### src/rtl/pipeline_hazard_ctrl_pkg.sv
// Shared CPU definitions for the hazard controller: controller state
// encoding, forward-select codes and the load-use hazard predicate.
package pipeline_hazard_ctrl_pkg;

  // Hazard controller states, 2-bit encoding.
  typedef enum logic [1:0] {
    RUN       = 2'b00,
    LU_STALL  = 2'b01,
    IMM_FETCH = 2'b10,
    HALT      = 2'b11
  } hz_state_e;

  // Operand forward-select codes used by the datapath forwarding muxes.
  typedef enum logic [1:0] {
    FWD_NONE = 2'b00,
    FWD_EX   = 2'b01,
    FWD_MEM  = 2'b10,
    FWD_WB   = 2'b11
  } fwd_sel_e;

  localparam int unsigned STALL_CNT_W = 8;

  // A load in EX whose destination feeds an operand read by the decode instruction.
  function automatic logic load_use_hit(
    input logic       ex_mem_read,
    input logic [1:0] ex_addr,
    input logic       uses_rs,
    input logic [1:0] rs_addr,
    input logic       uses_rt,
    input logic [1:0] rt_addr
  );
    logic rs_hit;
    logic rt_hit;
    rs_hit = uses_rs & (ex_addr == rs_addr);
    rt_hit = uses_rt & (ex_addr == rt_addr);
    return ex_mem_read & (rs_hit | rt_hit);
  endfunction

endpackage

### src/rtl/pipeline_hazard_ctrl_sat_counter8.sv
// 8-bit up-counter that holds at 8'hFF instead of wrapping.
module sat_counter8 (
  input  logic       clk,
  input  logic       rst,
  input  logic       inc,
  output logic [7:0] count
);

  logic [7:0] count_r;

  // Count register: clear on reset, step on inc until saturated.
  always_ff @(posedge clk) begin
    if (rst) begin
      count_r <= 8'h00;
    end else if (inc && (count_r != 8'hFF)) begin
      count_r <= count_r + 8'h01;
    end else begin
      count_r <= count_r;
    end
  end

  assign count = count_r;

endmodule

### src/rtl/pipeline_hazard_ctrl.sv
// Pipeline hazard controller: load-use stalls, two-byte immediate fetch,
// taken-branch squash and HLT/Resume, plus a saturating bubble counter.
module pipeline_hazard_ctrl
  import pipeline_hazard_ctrl_pkg::*;
(
  input  logic       clk,
  input  logic       rst,
  input  logic [1:0] ID_Rs_Addr,
  input  logic [1:0] ID_Rt_Addr,
  input  logic       ID_Uses_Rs,
  input  logic       ID_Uses_Rt,
  input  logic       ID_Is_2Byte,
  input  logic       ID_Halt,
  input  logic       EX_MemRead,
  input  logic [1:0] EX_Addr,
  input  logic       EX_Branch_Taken,
  input  logic       Resume,
  output logic       PC_Write,
  output logic       IF_ID_Write,
  output logic       IF_ID_Flush,
  output logic       ID_EX_Bubble,
  output logic       Imm_Capture,
  output logic       no_forward_one,
  output logic       no_forward_two,
  output logic       Halted,
  output logic [7:0] Stall_Count
);

  hz_state_e state_r;
  hz_state_e next_state_s;
  logic      lu_hit_s;
  logic      pc_write_s;
  logic      if_id_write_s;
  logic      if_id_flush_s;
  logic      id_ex_bubble_s;
  logic      imm_capture_s;
  logic      cnt_inc_s;
  logic      halted_r;

  assign lu_hit_s = load_use_hit(EX_MemRead, EX_Addr, ID_Uses_Rs, ID_Rs_Addr,
                                 ID_Uses_Rt, ID_Rt_Addr);

  // State and Halted flag; Halted tracks the state being entered so it is
  // already high in the first HALT cycle.
  always_ff @(posedge clk) begin
    if (rst) begin
      state_r  <= RUN;
      halted_r <= 1'b0;
    end else begin
      state_r  <= next_state_s;
      halted_r <= (next_state_s == HALT);
    end
  end

  // Next-state and Mealy pipeline controls; reset forces a full squash.
  always_comb begin
    next_state_s   = state_r;
    pc_write_s     = 1'b1;
    if_id_write_s  = 1'b1;
    if_id_flush_s  = 1'b0;
    id_ex_bubble_s = 1'b0;
    imm_capture_s  = 1'b0;
    if (rst) begin
      next_state_s   = RUN;
      pc_write_s     = 1'b0;
      if_id_write_s  = 1'b0;
      if_id_flush_s  = 1'b1;
      id_ex_bubble_s = 1'b1;
    end else begin
      case (state_r)
        RUN: begin
          if (EX_Branch_Taken) begin
            if_id_flush_s  = 1'b1;
            id_ex_bubble_s = 1'b1;
            next_state_s   = RUN;
          end else if (lu_hit_s) begin
            pc_write_s     = 1'b0;
            if_id_write_s  = 1'b0;
            id_ex_bubble_s = 1'b1;
            next_state_s   = LU_STALL;
          end else if (ID_Halt) begin
            pc_write_s     = 1'b0;
            if_id_write_s  = 1'b0;
            id_ex_bubble_s = 1'b1;
            next_state_s   = HALT;
          end else if (ID_Is_2Byte) begin
            if_id_write_s  = 1'b0;
            id_ex_bubble_s = 1'b1;
            next_state_s   = IMM_FETCH;
          end else begin
            next_state_s   = RUN;
          end
        end
        LU_STALL: begin
          // The stalled consumer now sees the load result; no re-check.
          next_state_s = RUN;
        end
        IMM_FETCH: begin
          next_state_s = RUN;
          if (EX_Branch_Taken) begin
            if_id_flush_s  = 1'b1;
            id_ex_bubble_s = 1'b1;
          end else begin
            imm_capture_s  = 1'b1;
          end
        end
        HALT: begin
          pc_write_s     = 1'b0;
          if_id_write_s  = 1'b0;
          id_ex_bubble_s = 1'b1;
          if (Resume) begin
            next_state_s = RUN;
          end else begin
            next_state_s = HALT;
          end
        end
        default: begin
          next_state_s   = RUN;
          pc_write_s     = 1'b0;
          if_id_write_s  = 1'b0;
          if_id_flush_s  = 1'b1;
          id_ex_bubble_s = 1'b1;
        end
      endcase
    end
  end

  // Bubbles injected while halted are not counted as stall cycles.
  assign cnt_inc_s = id_ex_bubble_s & (state_r != HALT);

  sat_counter8 u_stall_cnt (
    .clk   (clk),
    .rst   (rst),
    .inc   (cnt_inc_s),
    .count (Stall_Count)
  );

  assign PC_Write       = pc_write_s;
  assign IF_ID_Write    = if_id_write_s;
  assign IF_ID_Flush    = if_id_flush_s;
  assign ID_EX_Bubble   = id_ex_bubble_s;
  assign Imm_Capture    = imm_capture_s;
  assign no_forward_one = ~ID_Uses_Rs;
  assign no_forward_two = ~ID_Uses_Rt;
  assign Halted         = halted_r;

endmodule

### config.mk
export PLATFORM = sky130hd
export DESIGN_NAME = pipeline_hazard_ctrl
export DESIGN_NICKNAME = d
export VERILOG_FILES = /design/src/rtl/pipeline_hazard_ctrl_pkg.sv /design/src/rtl/pipeline_hazard_ctrl_sat_counter8.sv /design/src/rtl/pipeline_hazard_ctrl.sv
export SDC_FILE = /design/constraint.sdc
export NUM_CORES = 1
export LEC_CHECK = 0
export BUFFER_PORTS_ARGS = -buffer_cell sky130_fd_sc_hd__buf_4
export CAP_MARGIN = 20
export CORE_MARGIN = 1
export CORE_UTILIZATION = 32
export CTS_BUF_LIST = sky130_fd_sc_hd__clkbuf_8
export DETAILED_ROUTE_END_ITERATION = 10
export SYNTH_ARGS = -nofsm -noshare
export SYNTH_HDL_FRONTEND = slang
export SYNTH_SLANG_ARGS = --single-unit
### constraint.sdc
create_clock -name clk -period 2.7 [get_ports clk]
set_input_delay 0.27 -clock clk [delete_from_list [all_inputs] [get_ports clk]]
set_output_delay 0.27 -clock clk [all_outputs]
set_load 0.01 [all_outputs]
# ---- Yosys cells after proc, flatten, opt, wreduce, memory -nomap -nowiden
# Index checks and enable logic that the tools add are counted.
dict set report word_totals {
  register_bits 11
  input_bits 15
}
dict set report classes {
  bitwise 7
  muxes 30
  n_reduce_logical 4
  n_eq_ne 8
  addsub 1
}
# cell n
set op_table {}
lappend op_table {{$mux 1} 20}
lappend op_table {{$mux 2} 6}
lappend op_table {{$add 8x1->8 const B} 1}
lappend op_table {{$ne 8x8->1 const B} 1}
lappend op_table {{$eq 2x2->1 const B} 3}
lappend op_table {{$pmux 2 s3} 1}
lappend op_table {{$and 1x1->1} 4}
lappend op_table {{$eq 2x2->1} 2}
lappend op_table {{$pmux 1 s2} 2}
lappend op_table {{$reduce_or 2->1} 2}
lappend op_table {{$pmux 1 s3} 1}
lappend op_table {{$eq 2x1->1 const B} 1}
lappend op_table {{$logic_not 2->1} 1}
lappend op_table {{$ne 2x2->1 const B} 1}
lappend op_table {{$not 1->1} 2}
lappend op_table {{$logic_and 1x1->1} 1}
lappend op_table {{$or 1x1->1} 1}

# ---- Longest topological paths before layout
dict set report depth {
  ltp_word 10
  depth_mapped 6
  mapped_depth_nobuf 6
}

# ---- Cells and area by module
# A second synthesis with hierarchy kept.
dict set report hier_totals {
  cells_unflattened 85
  hier_area_um2 735.7
}
# module cells_each seq_area_each_um2 area_per_inst_um2 n_inst
set modules_own_cells {}
lappend modules_own_cells {sat_counter8 46 160.2 430.4 1}
lappend modules_own_cells {pipeline_hazard_ctrl 39 60.1 305.3 1}

# ---- Worst setup path before layout
# No wires, ideal clock.
dict set report synth_timing {
  kind {register to register}
  start {register u_stall_cnt.count_r[0] (netlist: u_stall_cnt.count[0])}
  end {register u_stall_cnt.count_r[4] (netlist: u_stall_cnt.count[4])}
  arrival_ns 1.502
  synth_period_minus_slack_ns 1.623
  slack_ns 1.077
  path_stages_with_launch 7
  required_time_ns 2.579
  setup_ns 0.121
  path_cell_list {dfxtp_1 > ha_1 > and3_1 > nand3_1 > nand2_1 > nor3b_1 > mux2_2}
}
dict set report synth_between {
  elab_chain_len 2
  elab_cells_between_ends 3
  cone_classes {add/sub (1); eq/ne (1); reduce/logical (1)}
}
# item line
set synth_lines {}
lappend synth_lines {{start: declaration} pipeline_hazard_ctrl_sat_counter8.sv:9} ;# logic [7:0] count_r;
lappend synth_lines {{start signal: assignment} pipeline_hazard_ctrl_sat_counter8.sv:16} ;# count_r <= count_r + 8'h01;
lappend synth_lines {{start signal: assignment} pipeline_hazard_ctrl_sat_counter8.sv:18} ;# count_r <= count_r;
lappend synth_lines {{branches (longest 2 deep; another with $add 8x1->8)} -}
# Parallel ways; which one is timed is not known.
# A chain may end at the register's enable or synchronous reset.

# ---- Worst setup path after layout
dict set report layout_timing {
  start {register state_r[1]}
  end {output PC_Write}
}
dict set report layout_between {
  elab_chain_len 3
  elab_cells_between_ends 4
  cone_classes {eq/ne (1); mux (2); reduce/logical (1)}
}
# item line
set layout_lines {}
lappend layout_lines {{start: declaration} pipeline_hazard_ctrl.sv:29} ;# hz_state_e state_r;
lappend layout_lines {{start signal: assignment} pipeline_hazard_ctrl.sv:50} ;# state_r <= next_state_s;
lappend layout_lines {{$eq 2x2->1 / $logic_not 2->1 (equally long branches)} pipeline_hazard_ctrl.sv:70} ;# case (state_r)
lappend layout_lines {{$pmux 1 s2 (*)} pipeline_hazard_ctrl.sv:70}
lappend layout_lines {{$mux 1 (*)} pipeline_hazard_ctrl.sv:63} ;# if (rst) begin
lappend layout_lines {{end: declaration} pipeline_hazard_ctrl.sv:18} ;# output logic PC_Write,
# Every way passes the cells marked *; elsewhere a longest branch is shown, timed or not.

==> reports/results.ini <==
[clocking]
hold_buffers = 0
cts_setup_buffers = 0
cts-root-buf = clkbuf_8
path_clk_slew_ns = 0.05
cts-htree-levels = 1
clock_sinks = 11
cts_buffers = 3
clk_latency_ns = 0.24
clockBufferDepth = 2
cts_tree = built
post_cts_resized = 0

[place]
gp_congestion = 0.764
dpl-instance-area_um2 = 963
hpwl_mm = 1.29
io_buffers = 30

[global_route]
grt_max_degree = 25
antenna_found_initial = 0
grt_pass1_wl_mm = 2.88
grt_pass1_vias = 678
grt_overflow = 0
track_usage_pct = 15.2

[logic_synthesis]
synth_compound_area_share_pct = 12.5
seq_area_frac_synth_pct = 30.4
syn_area_per_cell_um2 = 8.04
synth_edf_count = 0
synth_top_family_by_area = simple AND/OR/NAND/NOR gates
yosys_warnings = 0
ys_types = 30
muxShareOfSynthArea_pct = 9.34
synth_seq_cells = 11
synth_adder_area_share_pct = 1.73
syn_area_um2 = 723
synthArstFlopShare_pct = 0
synthCells = 90
syn-num-nets = 106
synth-simple-area-share_pct = 36.5
synthXorXnorAreaFrac_pct = 4.84
synth_flop_cell = dfxtp_1

[timing]
fmax_ghz = 0.565
setup_viol_count_final = 0
finalHoldViolations = 0
finClkSkew_ns = 0.00235
slew_headroom_pct = 74.3
finalCritPeriodShare_pct = 65.5
period_minus_slack_ns = 1.77
finalMaxSlewViolations = 0
fin_tns_setup_ns = 0
rsz0062_at_grt = no
tightest_slew_ns = 0.382

[route]
final_antenna_net_count = 0
drtPass1Iterations = 3
wl_per_cell_um = 11.4
drt-initial-drc-count = 13
drc = 0
vias = 731
vias_per_cell = 4.94
drt_wl_total_mm = 1.69

[setup_path]
crit_path_top_delay_cell = dfxtp_1
crit_path_cell_trace = nor3_1 -> o21ai_0 -> and2_1 -> buf_4
critical_path.max_fanout = 7
crit_family = simple AND/OR/NAND/NOR gates
worst_setup_path_start_kind = flop
arrival_ns = 1.50
slowest_delay_ns = 0.37
cp-end-kind = output port
cp_num_buf_inv = 1
required_ns = 2.43
path_class = flop to output port

[die]
num_rows = 16
chipHeight_um = 49.5
boundaryPins = 31
fp.dieW_um = 49.5
initial_core_util_pct = 35.4
dieArea_um2 = 2450
core_area_um2 = 2040

[run]
drv_cap = 0

[finish]
stdcell_area_um2 = 1010
final_util_pct = 49.4
syn2layout_area_growth_pct = 39.4
drive_gt1_share_pct = 33.9
antenna_cells = 0
final_nets = 138

[power]
leakagePower_uw = 0.000469
power_density_nw_per_um2 = 433
ir_worst_vdd_mv = 0.290

[min_path]
hp-class = input port to flop

[outcome]
outcome = finished clean

layout by cell type, fill, tap and decap left out, types with 4 or more instances in the layout:
cell	count
inv_1	5
nor2b_1	7
nor2_1	8
buf_4	30
xnor2_1	4
o21ai_0	4
dfxtp_1	11
mux2_2	6
a21oi_1	6
nand2_1	4
nand3_1	5
cells by family after synthesis:
kind of cell | Yosys count
fa+ha+maj | 1
flops | 11
mux | 6
compound gates | 15
buf+inv | 7
simple gates | 46
xor+xnor | 4
layer usage:
metal | global-route usage (%) | wire length [um]
met1 | 18.2 | 814
met2 | 25.0 | 795
met3 | 5.86 | 65
met4 | 4.29 | 17
met5 | 0 | 0
final timing paths:
kind / depth (start not counted) / endpoint / slack, ns / from
hold reg to reg: 2 / u_stall_cnt.count[0] / 0.53 / u_stall_cnt.count[0]
setup reg to reg: 6 / u_stall_cnt.count[2] / 0.96 / u_stall_cnt.count[0]
setup / recovery: 4 / PC_Write / 0.93 / state_r[1]
hold / removal: 3 / Halted / 0.32 / ID_Halt
worst reg2reg max path, stage by stage (launching register included):
cell and delay (ns):
dfxtp_1 0.34, ha_1 0.22, and3_1 0.20, nand3_1 0.08, nand2_1 0.17, nor3b_1 0.26
mux2_2 0.35
report_power, final:
part / leakage (uW) / internal [uW] / switching, uW / total, uW
Sequential: 0.0000896 / 171 / 10.2 / 181
Combinational: 0.000353 / 52.0 / 43.5 / 95.5
Clock: 0.0000269 / 99.7 / 60.3 / 160
Total: 0.000469 / 323 / 114 / 437
state kept, by name (all words and copies together) (netlist names):
signal,count
u_stall_cnt.count,8
state_r,2
Halted,1
per-stage QoR:
step	worst slack (ns)	hold slack (ns)	std cells	total power, uW
6_report	0.931	0.323	148	437
5_1_grt	0.742	0.332	148	465
4_1_cts	0.932	0.324	148	444
3_5_place_dp	0.935	0.523	144	281
3_3_place_gp	0.935	0.511	144	279
2_1_floorplan	1.08	0.422	90	234
final cells by class:
type                       instances  area [um2]
timing repair buffer              30         225
tap                               27        33.8
inverter                           4        15.0
fill                             209        1030
multi-input combinational         72         469
sequential                        11         220
clock inverter                     1        3.75
clock buffer                       3        41.3
Yosys cell counts (all sizes together), types with 2 or more instances:
cell / n / area [um2]
nor3: 3 / 15.0
nand4: 2 / 12.5
mux2: 6 / 67.6
nor3b: 3 / 22.5
nand3: 5 / 25.0
nor2b: 7 / 43.8
and2: 2 / 13.8
dfxtp: 11 / 220
clkbuf: 2 / 7.51
and3: 3 / 18.8
nand3b: 2 / 15.0
nand2: 4 / 15.0
o21ai: 4 / 20.0
a21oi: 7 / 38.8
nor2: 8 / 30.0
inv: 4 / 15.0
nand2b: 3 / 18.8
xnor2: 4 / 35.0
Note: power is estimated with default switching activity, not from simulation.
